<file path="config.mk">
export PLATFORM = sky130hd
export DESIGN_NAME = uart_rx_cfg_flat
export DESIGN_NICKNAME = d
export VERILOG_FILES = /design/src/rtl/uart_pkg.sv /design/src/rtl/uart_rx_cfg_if.sv /design/src/rtl/uart_bit_timer.sv /design/src/rtl/uart_rx_cfg.sv /design/src/flat_wrapper.sv
export SDC_FILE = /design/constraint.sdc
export NUM_CORES = 1
export LEC_CHECK = 0
export BUFFER_PORTS_ARGS = -buffer_cell sky130_fd_sc_hd__buf_2
export CORE_ASPECT_RATIO = 0.75
export CORE_MARGIN = 8
export CORE_UTILIZATION = 35
export DETAILED_ROUTE_END_ITERATION = 8
export SYNTH_ARGS = -nofsm -noshare
export SYNTH_HDL_FRONTEND = slang
export SYNTH_SLANG_ARGS = --single-unit
export TNS_END_PERCENT = 1
</file>
<file path="constraint.sdc">
create_clock -name clk -period 2.2 [get_ports clk]
set_clock_uncertainty 0.1 [all_clocks]
set_input_delay 0.11 -clock clk [delete_from_list [all_inputs] [get_ports clk]]
set_output_delay 0.11 -clock clk [all_outputs]
set_load 0.02 [all_outputs]
</file>
<file path="src/rtl/uart_pkg.sv">
// Shared UART definitions: receiver state encoding and parity mode constants,
// common to the receiver and the matching transmitter.
package uart_pkg;
  localparam int PARITY_NONE = 0;
  localparam int PARITY_EVEN = 1;
  localparam int PARITY_ODD  = 2;

  typedef enum logic [2:0] {
    S_IDLE, S_START, S_DATA, S_PARITY, S_STOP, S_BREAK
  } uart_state_e;
endpackage

</file>
<file path="src/rtl/uart_rx_cfg_if.sv">
// Serial-in / frame-out bundle of the configurable UART receiver.
interface uart_rx_cfg_if #(parameter int DATA_BITS = 8);
  logic                 rx;
  logic [DATA_BITS-1:0] data;
  logic                 valid;
  logic                 parity_err;
  logic                 frame_err;
  logic                 busy;

  modport master (output rx, input data, valid, parity_err, frame_err, busy);
  modport slave  (input rx, output data, valid, parity_err, frame_err, busy);
endinterface

</file>
<file path="src/rtl/uart_bit_timer.sv">
// Bit-period tick counter; strobe marks mid-bit, counted from the last restart.
module uart_bit_timer #(
  parameter int CLKS_PER_BIT = 16
) (
  input  logic clk,
  input  logic rst,
  input  logic restart,
  output logic strobe
);
  localparam int CW = $clog2(CLKS_PER_BIT);

  logic [CW-1:0] cnt;

  always_ff @(posedge clk or posedge rst)
    if (rst)                                          cnt <= '0;
    else if (restart || cnt == CW'(CLKS_PER_BIT - 1)) cnt <= '0;
    else                                              cnt <= cnt + 1'b1;

  // cnt is 0 in the first START cycle, so strobes land at +CPB/2, +3CPB/2, ...
  assign strobe = (cnt == CW'(CLKS_PER_BIT / 2));
endmodule

</file>
<file path="src/rtl/uart_rx_cfg.sv">
// Configurable UART receiver: start/data/parity/stop sampling at mid-bit,
// one-cycle valid with sticky error flags, line-break wait after a low stop.
module uart_rx_cfg import uart_pkg::*; #(
  parameter int CLKS_PER_BIT = 16,
  parameter int DATA_BITS    = 8,
  parameter int PARITY_MODE  = PARITY_NONE,
  parameter int STOP_BITS    = 1
) (
  input logic          clk,
  input logic          rst,
  uart_rx_cfg_if.slave bus
);
  if (CLKS_PER_BIT < 4 || (CLKS_PER_BIT % 2) != 0) begin : g_bad_cpb
    $fatal(1, "uart_rx_cfg: CLKS_PER_BIT must be even and >= 4");
  end
  if (DATA_BITS < 5 || DATA_BITS > 9) begin : g_bad_db
    $fatal(1, "uart_rx_cfg: DATA_BITS must be 5..9");
  end
  if (PARITY_MODE < PARITY_NONE || PARITY_MODE > PARITY_ODD) begin : g_bad_par
    $fatal(1, "uart_rx_cfg: PARITY_MODE must be 0, 1 or 2");
  end
  if (STOP_BITS < 1 || STOP_BITS > 2) begin : g_bad_stop
    $fatal(1, "uart_rx_cfg: STOP_BITS must be 1 or 2");
  end

  logic                 rx_meta, rx_s, armed;
  logic [1:0]           sync_fill;
  uart_state_e          state, state_nx;
  logic                 restart, strobe, done;
  logic [3:0]           bit_cnt;
  logic [DATA_BITS-1:0] shreg, data_q;
  logic                 par_acc, perr_r, ferr_r;
  logic                 valid_q, perr_q, ferr_q;

  // armed stays low until the synchronizer holds a real high sample, so a line
  // that is already low when reset releases is not taken as a start edge.
  always_ff @(posedge clk or posedge rst)
    if (rst) begin
      rx_meta   <= 1'b1;
      rx_s      <= 1'b1;
      sync_fill <= '0;
      armed     <= 1'b0;
    end else begin
      rx_meta   <= bus.rx;
      rx_s      <= rx_meta;
      sync_fill <= {sync_fill[0], 1'b1};
      if (sync_fill[1] && rx_s) armed <= 1'b1;
    end

  uart_bit_timer #(.CLKS_PER_BIT(CLKS_PER_BIT)) u_timer (
    .clk     (clk),
    .rst     (rst),
    .restart (restart),
    .strobe  (strobe)
  );

  always_ff @(posedge clk or posedge rst)
    if (rst) state <= S_IDLE;
    else     state <= state_nx;

  always_comb begin
    state_nx = state;
    restart  = 1'b0;
    done     = 1'b0;
    unique case (state)
      S_IDLE:   if (armed && !rx_s) begin
                  state_nx = S_START;
                  restart  = 1'b1;
                end
      S_START:  if (strobe) state_nx = rx_s ? S_IDLE : S_DATA;
      S_DATA:   if (strobe && bit_cnt == 4'(DATA_BITS - 1))
                  state_nx = (PARITY_MODE != PARITY_NONE) ? S_PARITY : S_STOP;
      S_PARITY: if (strobe) state_nx = S_STOP;
      S_STOP:   if (strobe && bit_cnt == 4'(STOP_BITS - 1)) begin
                  done     = 1'b1;
                  state_nx = rx_s ? S_IDLE : S_BREAK;
                end
      S_BREAK:  if (rx_s) state_nx = S_IDLE;
      default:  state_nx = S_IDLE;
    endcase
  end

  always_ff @(posedge clk or posedge rst)
    if (rst) begin
      bit_cnt <= '0;
      shreg   <= '0;
      par_acc <= 1'b0;
      perr_r  <= 1'b0;
      ferr_r  <= 1'b0;
      data_q  <= '0;
      valid_q <= 1'b0;
      perr_q  <= 1'b0;
      ferr_q  <= 1'b0;
    end else begin
      valid_q <= done;
      if (state != state_nx)                                     bit_cnt <= '0;
      else if (strobe && (state == S_DATA || state == S_STOP))  bit_cnt <= bit_cnt + 1'b1;
      if (state == S_START) begin
        par_acc <= 1'b0;
        perr_r  <= 1'b0;
        ferr_r  <= 1'b0;
      end
      if (strobe) begin
        case (state)
          S_DATA: begin
            shreg   <= {rx_s, shreg[DATA_BITS-1:1]};
            par_acc <= par_acc ^ rx_s;
          end
          S_PARITY: perr_r <= (par_acc ^ rx_s) != (PARITY_MODE == PARITY_ODD);
          S_STOP:   if (!rx_s) ferr_r <= 1'b1;
          default: ;
        endcase
      end
      // The final stop sample is folded in directly; ferr_r only covers earlier ones.
      if (done) begin
        data_q <= shreg;
        perr_q <= perr_r;
        ferr_q <= ferr_r | ~rx_s;
      end
    end

  assign bus.data       = data_q;
  assign bus.valid      = valid_q;
  assign bus.parity_err = perr_q;
  assign bus.frame_err  = ferr_q;
  assign bus.busy       = (state != S_IDLE);
endmodule

</file>
<file path="src/flat_wrapper.sv">
// flat-port wrapper written by rule: the top's interface ports become plain ports
module uart_rx_cfg_flat import uart_pkg::*;
#(
  parameter int CLKS_PER_BIT = 16,
  parameter int DATA_BITS    = 8,
  parameter int PARITY_MODE  = PARITY_NONE,
  parameter int STOP_BITS    = 1
)
  (clk, rst, bus_rx, bus_data, bus_valid, bus_parity_err, bus_frame_err, bus_busy);
  uart_rx_cfg_if #(.DATA_BITS(DATA_BITS)) bus_i ();
  input logic clk;
  input logic rst;
  input wire logic [$bits(bus_i.rx)-1:0] bus_rx;
  output wire logic [$bits(bus_i.data)-1:0] bus_data;
  output wire logic [$bits(bus_i.valid)-1:0] bus_valid;
  output wire logic [$bits(bus_i.parity_err)-1:0] bus_parity_err;
  output wire logic [$bits(bus_i.frame_err)-1:0] bus_frame_err;
  output wire logic [$bits(bus_i.busy)-1:0] bus_busy;
  assign bus_i.rx = bus_rx;
  assign bus_data = bus_i.data;
  assign bus_valid = bus_i.valid;
  assign bus_parity_err = bus_i.parity_err;
  assign bus_frame_err = bus_i.frame_err;
  assign bus_busy = bus_i.busy;
  uart_rx_cfg #(.CLKS_PER_BIT(CLKS_PER_BIT), .DATA_BITS(DATA_BITS), .PARITY_MODE(PARITY_MODE), .STOP_BITS(STOP_BITS)) u_core (.clk(clk), .rst(rst), .bus(bus_i));
endmodule
</file>
==> key figures, run 1 <==
Timing
  • Hold Fails Final Rpt: 0
  • Period utilization: 88.3%
  • Unrepaired setup endpoints after global routing: false
  • Setup TNS Final: 0 ns
  • Max Slew Vio Count: 0
  • Final WS setup: 0.258 ns
  • # setup viols final: 0
  • Post-route minimum period: 1.94 ns
  • Fmax: 515 MHz

Min path
  • Hold path startpoint: u_core.sync_fill[0]
  • Hold Crit Class: register to register

Final layout
  • # fillers: 481
  • FF+latch area: 953 µm²
  • Multi-input logic area: 749 µm²
  • Synth-to-layout area growth: 12.7%
  • Share of layout cells above drive strength 1: 25.9%
  • Post-layout net count: 172
  • Antenna diode instance count: 0

Floorplan
  • Die width: 98.6 µm
  • I/O Pins: 15
  • Die height: 77.9 µm
  • Row cnt: 22
  • Die ar.: 7680 µm²
  • Starting Density: 36.5%
  • Core area: 4900 µm²

GRT
  • Vias in the first global route: 1189
  • GRT Overall Usage: 8.80%
  • Pin count of the biggest net entering global routing: 39
  • First-pass GRT wire length: 5.44 mm
  • Global route overflow: 0
  • Initial antenna violation count: 0

Power
  • Leakage power: 1.03 nW
  • Seq pwr share: 48.6%
  • Worst vdd ir: 0.489 mV
  • NetSw: 603 µW
  • Part of the power in combinational logic: 24.5%
  • Switching share of power: 34.0%
  • Clock network power share: 26.9%
  • Internal power: 1.17 mW
  • PwrDens: 880 nW/µm²

Place
  • Post-DP HPWL: 2.28 mm
  • GPL Wtd Cong: 0.820
  • IO buf count: 14
  • Pre-CTS setup slack: 0.243 ns

Synth
  • Fraction of registers with async set/reset: 100%
  • Synth unique cells: 44
  • Post-synth EDFFs: 0
  • Average cell area after synthesis: 12.3 µm²
  • Synthesized instance count: 146
  • Synthesized cell area: 1790 µm²
  • Register area share after synthesis: 53.2%
  • Syn. warnings: 0
  • Post-Syn Nets: 153
  • Synthesis-stage register bit count: 38
  • Leading register cell type out of synthesis: dfrtp_1

Route
  • WL met1: 1.52 mm
  • Wire per inst: 13.8 µm
  • WL final: 3.11 mm
  • Top routing layer used: met4
  • DR WL met2: 1.42 mm
  • Antenna Nets Post-Route: 0
  • Met3 wire len: 109 µm
  • 1st-iter DRT viols: 38
  • First-pass iteration count of the detailed router: 4
  • Vias: 1118
  • Vias/cell: 4.95
  • DRC Markers: 0

Clock tree
  • Worst-skew pair later-pin latency: 0.29 ns
  • CTS tree: yes
  • Worst-path clk slew: 0.07 ns
  • Post-CTS setup buffers: 0
  • CTS HTree Levels: 2
  • TritonCTS sink count: 38
  • Clock root buffer: clkbuf_8
  • TritonCTS buffer count: 5
  • Clk buf depth: 2
  • Hold_buf cts: 2
  • Post_cts resized: 0

Critical path
  • Critical Path Fanout Max: 12
  • Endpoint class of the critical path: register
  • CP startpoint: u_core.bit_cnt[0]
  • CP Data Required Time: 2.28 ns
  • WS Path Type: register to register
  • Crit path launch type: register
  • R2R Path Start: u_core.bit_cnt[0]
  • Worst EP arrival: 2.02 ns

Run status
  • Status: completed

Flow run
  • Max-cap viol count: 0
flip-flops by register name, summed over array words and instances (netlist names):
register,cells
u_core.shreg,8
u_core.bus.data,8
u_core.par_acc,1
u_core.bus.frame_err,1
u_core.ferr_r,1
u_core.perr_r,1
u_core.u_timer.cnt,4
u_core.rx_meta,1
u_core.sync_fill,2
u_core.armed,1
u_core.bus.valid,1
u_core.rx_s,1
u_core.bit_cnt,4
u_core.state,3
u_core.bus.parity_err,1
metrics by stage:
step | power, mW | hold slack [ns] | utilization (%) | cell area (µm²) | std cells
floorplan | 1.21 | 0.0145 | - | 1790 | 146
global placement | 1.29 | 0.117 | 38.9 | 1910 | 216
detailed placement | 1.31 | 0.124 | 38.9 | 1910 | 216
CTS | 1.79 | 0.255 | 41.2 | 2020 | 226
global route | 1.90 | 0.263 | 41.2 | 2020 | 226
finish | 1.78 | 0.251 | 41.2 | 2020 | 226
power groups by stage:
stage,combinational [mW],sequential (mW),clock (mW)
detailed placement,0.433,0.876,0
finish,0.435,0.863,0.478
global placement,0.419,0.870,0
floorplan,0.384,0.828,0
global route,0.498,0.875,0.525
CTS,0.436,0.862,0.496
metal layers:
metal | vias to the layer above | GRT usage, %
met5 | - | 0
met3 | 7 | 2.85
met4 | 0 | 4.58
met1 | 554 | 10.5
met2 | 16 | 13.9
li1 | 541 | -
cell type report:
cell class	count	area share [%]
Inverter	10	1.86
Multi-Input combinational cell	91	37.1
Tap cell	60	3.72
Clock buffer	5	3.41
Sequential cell	38	47.2
Timing Repair Buffer	19	5.58
Clock inverter	3	1.05
placed cells by master (no fill, tap or decap), types with 2 or more instances in the layout:
cell type	netlist	layout
nor2b_1	2	2
o21ai_0	4	4
nand2_1	6	6
a21oi_1	3	3
nand3_1	4	4
nor2_1	12	12
and3_1	2	2
o21ai_1	3	3
xnor2_1	2	2
dfrtp_1	36	36
ha_1	4	4
buf_2	4	14
clkbuf_8	0	5
and3b_1	2	2
mux2_4	7	7
xor2_1	5	5
dfstp_2	2	2
and4b_1	2	2
dlygate4sd3_1	0	2
buf_4	1	3
nand2b_1	2	2
mux2_1	10	10
inv_1	9	9
cell usage after synthesis, types with 2 or more instances:
cell type  instances  area (µm²)
nor2_1            12        45.0
buf_2              4        20.0
inv_1              9        33.8
mux2_1            10         113
dfstp_2            2        52.6
xnor2_1            2        17.5
dfrtp_1           36         901
ha_1               4        50.1
nand3_1            4        20.0
o21ai_1            3        15.0
xor2_1             5        43.8
mux2_4             7         105
nand2b_1           2        12.5
nand2_1            6        22.5
buf_6              2        22.5
and3_1             2        12.5
o21ai_0            4        20.0
and3b_1            2        17.5
nor2b_1            2        12.5
a21oi_1            3        15.0
and4b_1            2        20.0
critical path, stage by stage, from the launching register on:
cell,delay [ns]
dfrtp_1,0.40
inv_1,0.10
ha_1,0.14
nor3b_2,0.37
nand4_4,0.31
mux2_1,0.41
path summary, 6_finish.rpt:
path                                             to  slack (ns)  cells after the start
worst min-delay path            u_core.sync_fill[1]        0.25                      0
min in group asynchronous           u_core.shreg[3]        0.36                      4
worst max-delay path             u_core.bus.data[6]        0.26                      5
max in group asynchronous               u_core.rx_s        1.28                      4
worst min register to register  u_core.sync_fill[1]        0.25                      0
worst max register to register   u_core.bus.data[6]        0.26                      5
cells by family after synthesis:
family	Yosys count	share of synthesized area (%)
other	1	0.209
DFF	38	53.2
buffers and inverters	17	4.89
xor gates and xnor gates	7	3.42
adders and majority gates	4	2.80
muxes	17	12.2
and+or+nand+nor	37	12.5
AOI/OAI and AO/OA	25	10.8
Note: power is estimated with default switching activity, not from simulation.
==> inputs of run 2 (changes only) <==
--- a/config.mk
+++ b/config.mk
@@ -8,8 +8,9 @@
 export BUFFER_PORTS_ARGS = -buffer_cell sky130_fd_sc_hd__buf_2
 export CORE_ASPECT_RATIO = 0.75
 export CORE_MARGIN = 8
-export CORE_UTILIZATION = 35
+export CORE_UTILIZATION = 49
 export DETAILED_ROUTE_END_ITERATION = 8
+export PLACE_DENSITY = 0.7
 export SYNTH_ARGS = -nofsm -noshare
 export SYNTH_HDL_FRONTEND = slang
 export SYNTH_SLANG_ARGS = --single-unit
==> constraint.sdc (replaced) <==
create_clock -name clk -period 1.7 [get_ports clk]
set_clock_uncertainty 0.1 [all_clocks]
set_input_delay 0.085 -clock clk [delete_from_list [all_inputs] [get_ports clk]]
set_output_delay 0.085 -clock clk [all_outputs]
set_load 0.02 [all_outputs]
==> key figures, run 2 (synthesized netlist as in run 1, its figures left out) <==
Critical path
  • Critical path cell sequence: inv_1 > ha_4 > nor3b_4 > nand4_4 > buf_12 > mux2_4
  • Crit path launch type: register
  • Flop2flop setup slack: -0.05 ns
  • CP peak stage delay: 0.39 ns
  • CP Data Required Time: 1.77 ns
  • Endpoint class of the critical path: register
  • WS Path Type: register to register
  • Critical Path Fanout Max: 10
  • Worst Reg-to-Reg Cells: 6
  • Slowest CP cell: dfrtp_1
  • Worst reg2reg endpoint: u_core.bus.data[7]
  • Worst Path Buf+Inv: 2
  • Worst EP arrival: 1.82 ns
  • CP delay by family, top: simple AND/OR/NAND/NOR gates
  • R2R Path Start: u_core.bit_cnt[1]

Clock tree
  • CTS HTree Levels: 2
  • Clock root buffer: clkbuf_8
  • TritonCTS sink count: 38
  • Worst-skew pair later-pin latency: 0.29 ns
  • TritonCTS buffer count: 5
  • CTS tree: yes
  • Clk buf depth: 2
  • Worst-path clk slew: 0.07 ns

Final layout
  • Commonest non-fill, non-tap cell in the layout: dfrtp_1
  • Cell area after layout: 2270 µm²
  • Share of layout cells above drive strength 1: 40.5%
  • Most frequent cells in the layout: 36 x dfrtp_1, 19 x buf_4, 14 x buf_2, 12 x mux2_4, 11 x nor2_1
  • Synth-to-layout area growth: 26.6%
  • Antenna diode instance count: 0
  • Post-layout net count: 191

Route
  • First-pass iteration count of the detailed router: 4
  • DRC Markers: 0
  • Antenna Nets Post-Route: 0
  • Wire per inst: 15.6 µm
  • WL final: 3.71 mm
  • 1st-iter DRT viols: 46
  • Vias: 1210
  • Vias/cell: 5.11

Power
  • Leakage power: 1.16 nW
  • PwrDens: 1100 nW/µm²
  • Worst vdd ir: 0.716 mV

Timing
  • # setup viols final: 20
  • Max Slew Vio Count: 0
  • Final WS setup: -0.0503 ns
  • Hold Fails Final Rpt: 0
  • Worst-margin pin slew: 0.505 ns
  • Slew headroom: 66.4%
  • Fmax: 571 MHz
  • Unrepaired setup endpoints after global routing: true
  • Post-route minimum period: 1.75 ns
  • Setup TNS Final: -0.573 ns
  • Period utilization: 103%

GRT
  • Vias in the first global route: 1218
  • Initial antenna violation count: 0
  • GRT Overall Usage: 13.5%
  • Global route overflow: 0
  • Pin count of the biggest net entering global routing: 27
  • First-pass GRT wire length: 6.03 mm

Run status
  • Status: finished with violations
  • Violated checks: negative setup slack

Floorplan
  • Die width: 85.8 µm
  • Die height: 68.4 µm
  • Row cnt: 19
  • Core area: 3590 µm²
  • Starting Density: 49.9%
  • I/O Pins: 15
  • Die ar.: 5860 µm²

Place
  • Post-DP Area: 2040 µm²
  • Post-DP HPWL: 2.47 mm
  • Pre-CTS setup slack: -0.158 ns
  • GPL Wtd Cong: 0.969
  • IO buf count: 14

Flow run
  • Max-cap viol count: 0

Min path
  • Hold Crit Class: input port to asynchronous set/reset pin
run 2: how the worst max path moves through the flow:
stage	from	endpoint	slack [ns]	cells past startpoint
after floorplan	u_core.u_timer.cnt[0]	u_core.bus.data[0]	-0.02	7
after global placement	u_core.u_timer.cnt[0]	u_core.shreg[3]	-0.09	6
after detailed placement	u_core.u_timer.cnt[0]	u_core.shreg[7]	-0.16	6
after CTS	u_core.bit_cnt[1]	u_core.bit_cnt[3]	-0.08	8
after global routing	u_core.u_timer.cnt[1]	u_core.shreg[6]	-0.13	6
final	u_core.bit_cnt[1]	u_core.bus.data[7]	-0.05	6
run 2: final cells by class:
cell class                 instances  area [µm²]
clock buffer                       6        72.6
clock inverter                     2        10.0
fill                             278        1320
inverter                          10        37.5
multi-input combinational         91         853
sequential                        38         953
tap                               52        65.1
timing repair buffer              38         275
run 2: power by group:
| part | total (mW) | switching, mW | internal (mW) |
|---|---|---|---|
| clock | 0.587 | 0.303 | 0.284 |
| sequential | 1.07 | 0.0792 | 0.995 |
| combinational | 0.831 | 0.446 | 0.385 |
run 2: worst register-to-register path: stages, from the launching register on:
cell	delay, ns
dfrtp_1	0.39
inv_1	0.09
ha_4	0.12
nor3b_4	0.27
nand4_4	0.16
buf_12	0.20
mux2_4	0.30
run 2: through the flow:
step / hold WS (ns) / power [mW] / instances / utilization [%]
after floorplan: -0.0105 / 1.57 / 146 / -
after global placement: 0.00610 / 1.76 / 225 / 57.0
after detailed placement: 0.0171 / 1.79 / 225 / 57.0
after CTS: 0.256 / 2.43 / 235 / 60.9
after global routing: 0.265 / 2.65 / 237 / 63.2
final: 0.256 / 2.49 / 237 / 63.2
run 2: metal layers:
| metal | wire length (µm) | GRT usage [%] |
|---|---|---|
| met5 | 0 | 0 |
| met4 | 41 | 6.09 |
| met3 | 145 | 4.32 |
| met2 | 1800 | 21.6 |
| met1 | 1720 | 16.7 |
run 2: timing repair:
| action | CTS | global route |
|---|---|---|
| pin swaps | 4 | 3 |
| resized for setup | 8 | 13 |
| hold buffers | 2 | 0 |
| setup buffers | 0 | 2 |
| endpoints found under the hold margin | 37 | 0 |
| setup endpoints to repair | 22 | 24 |
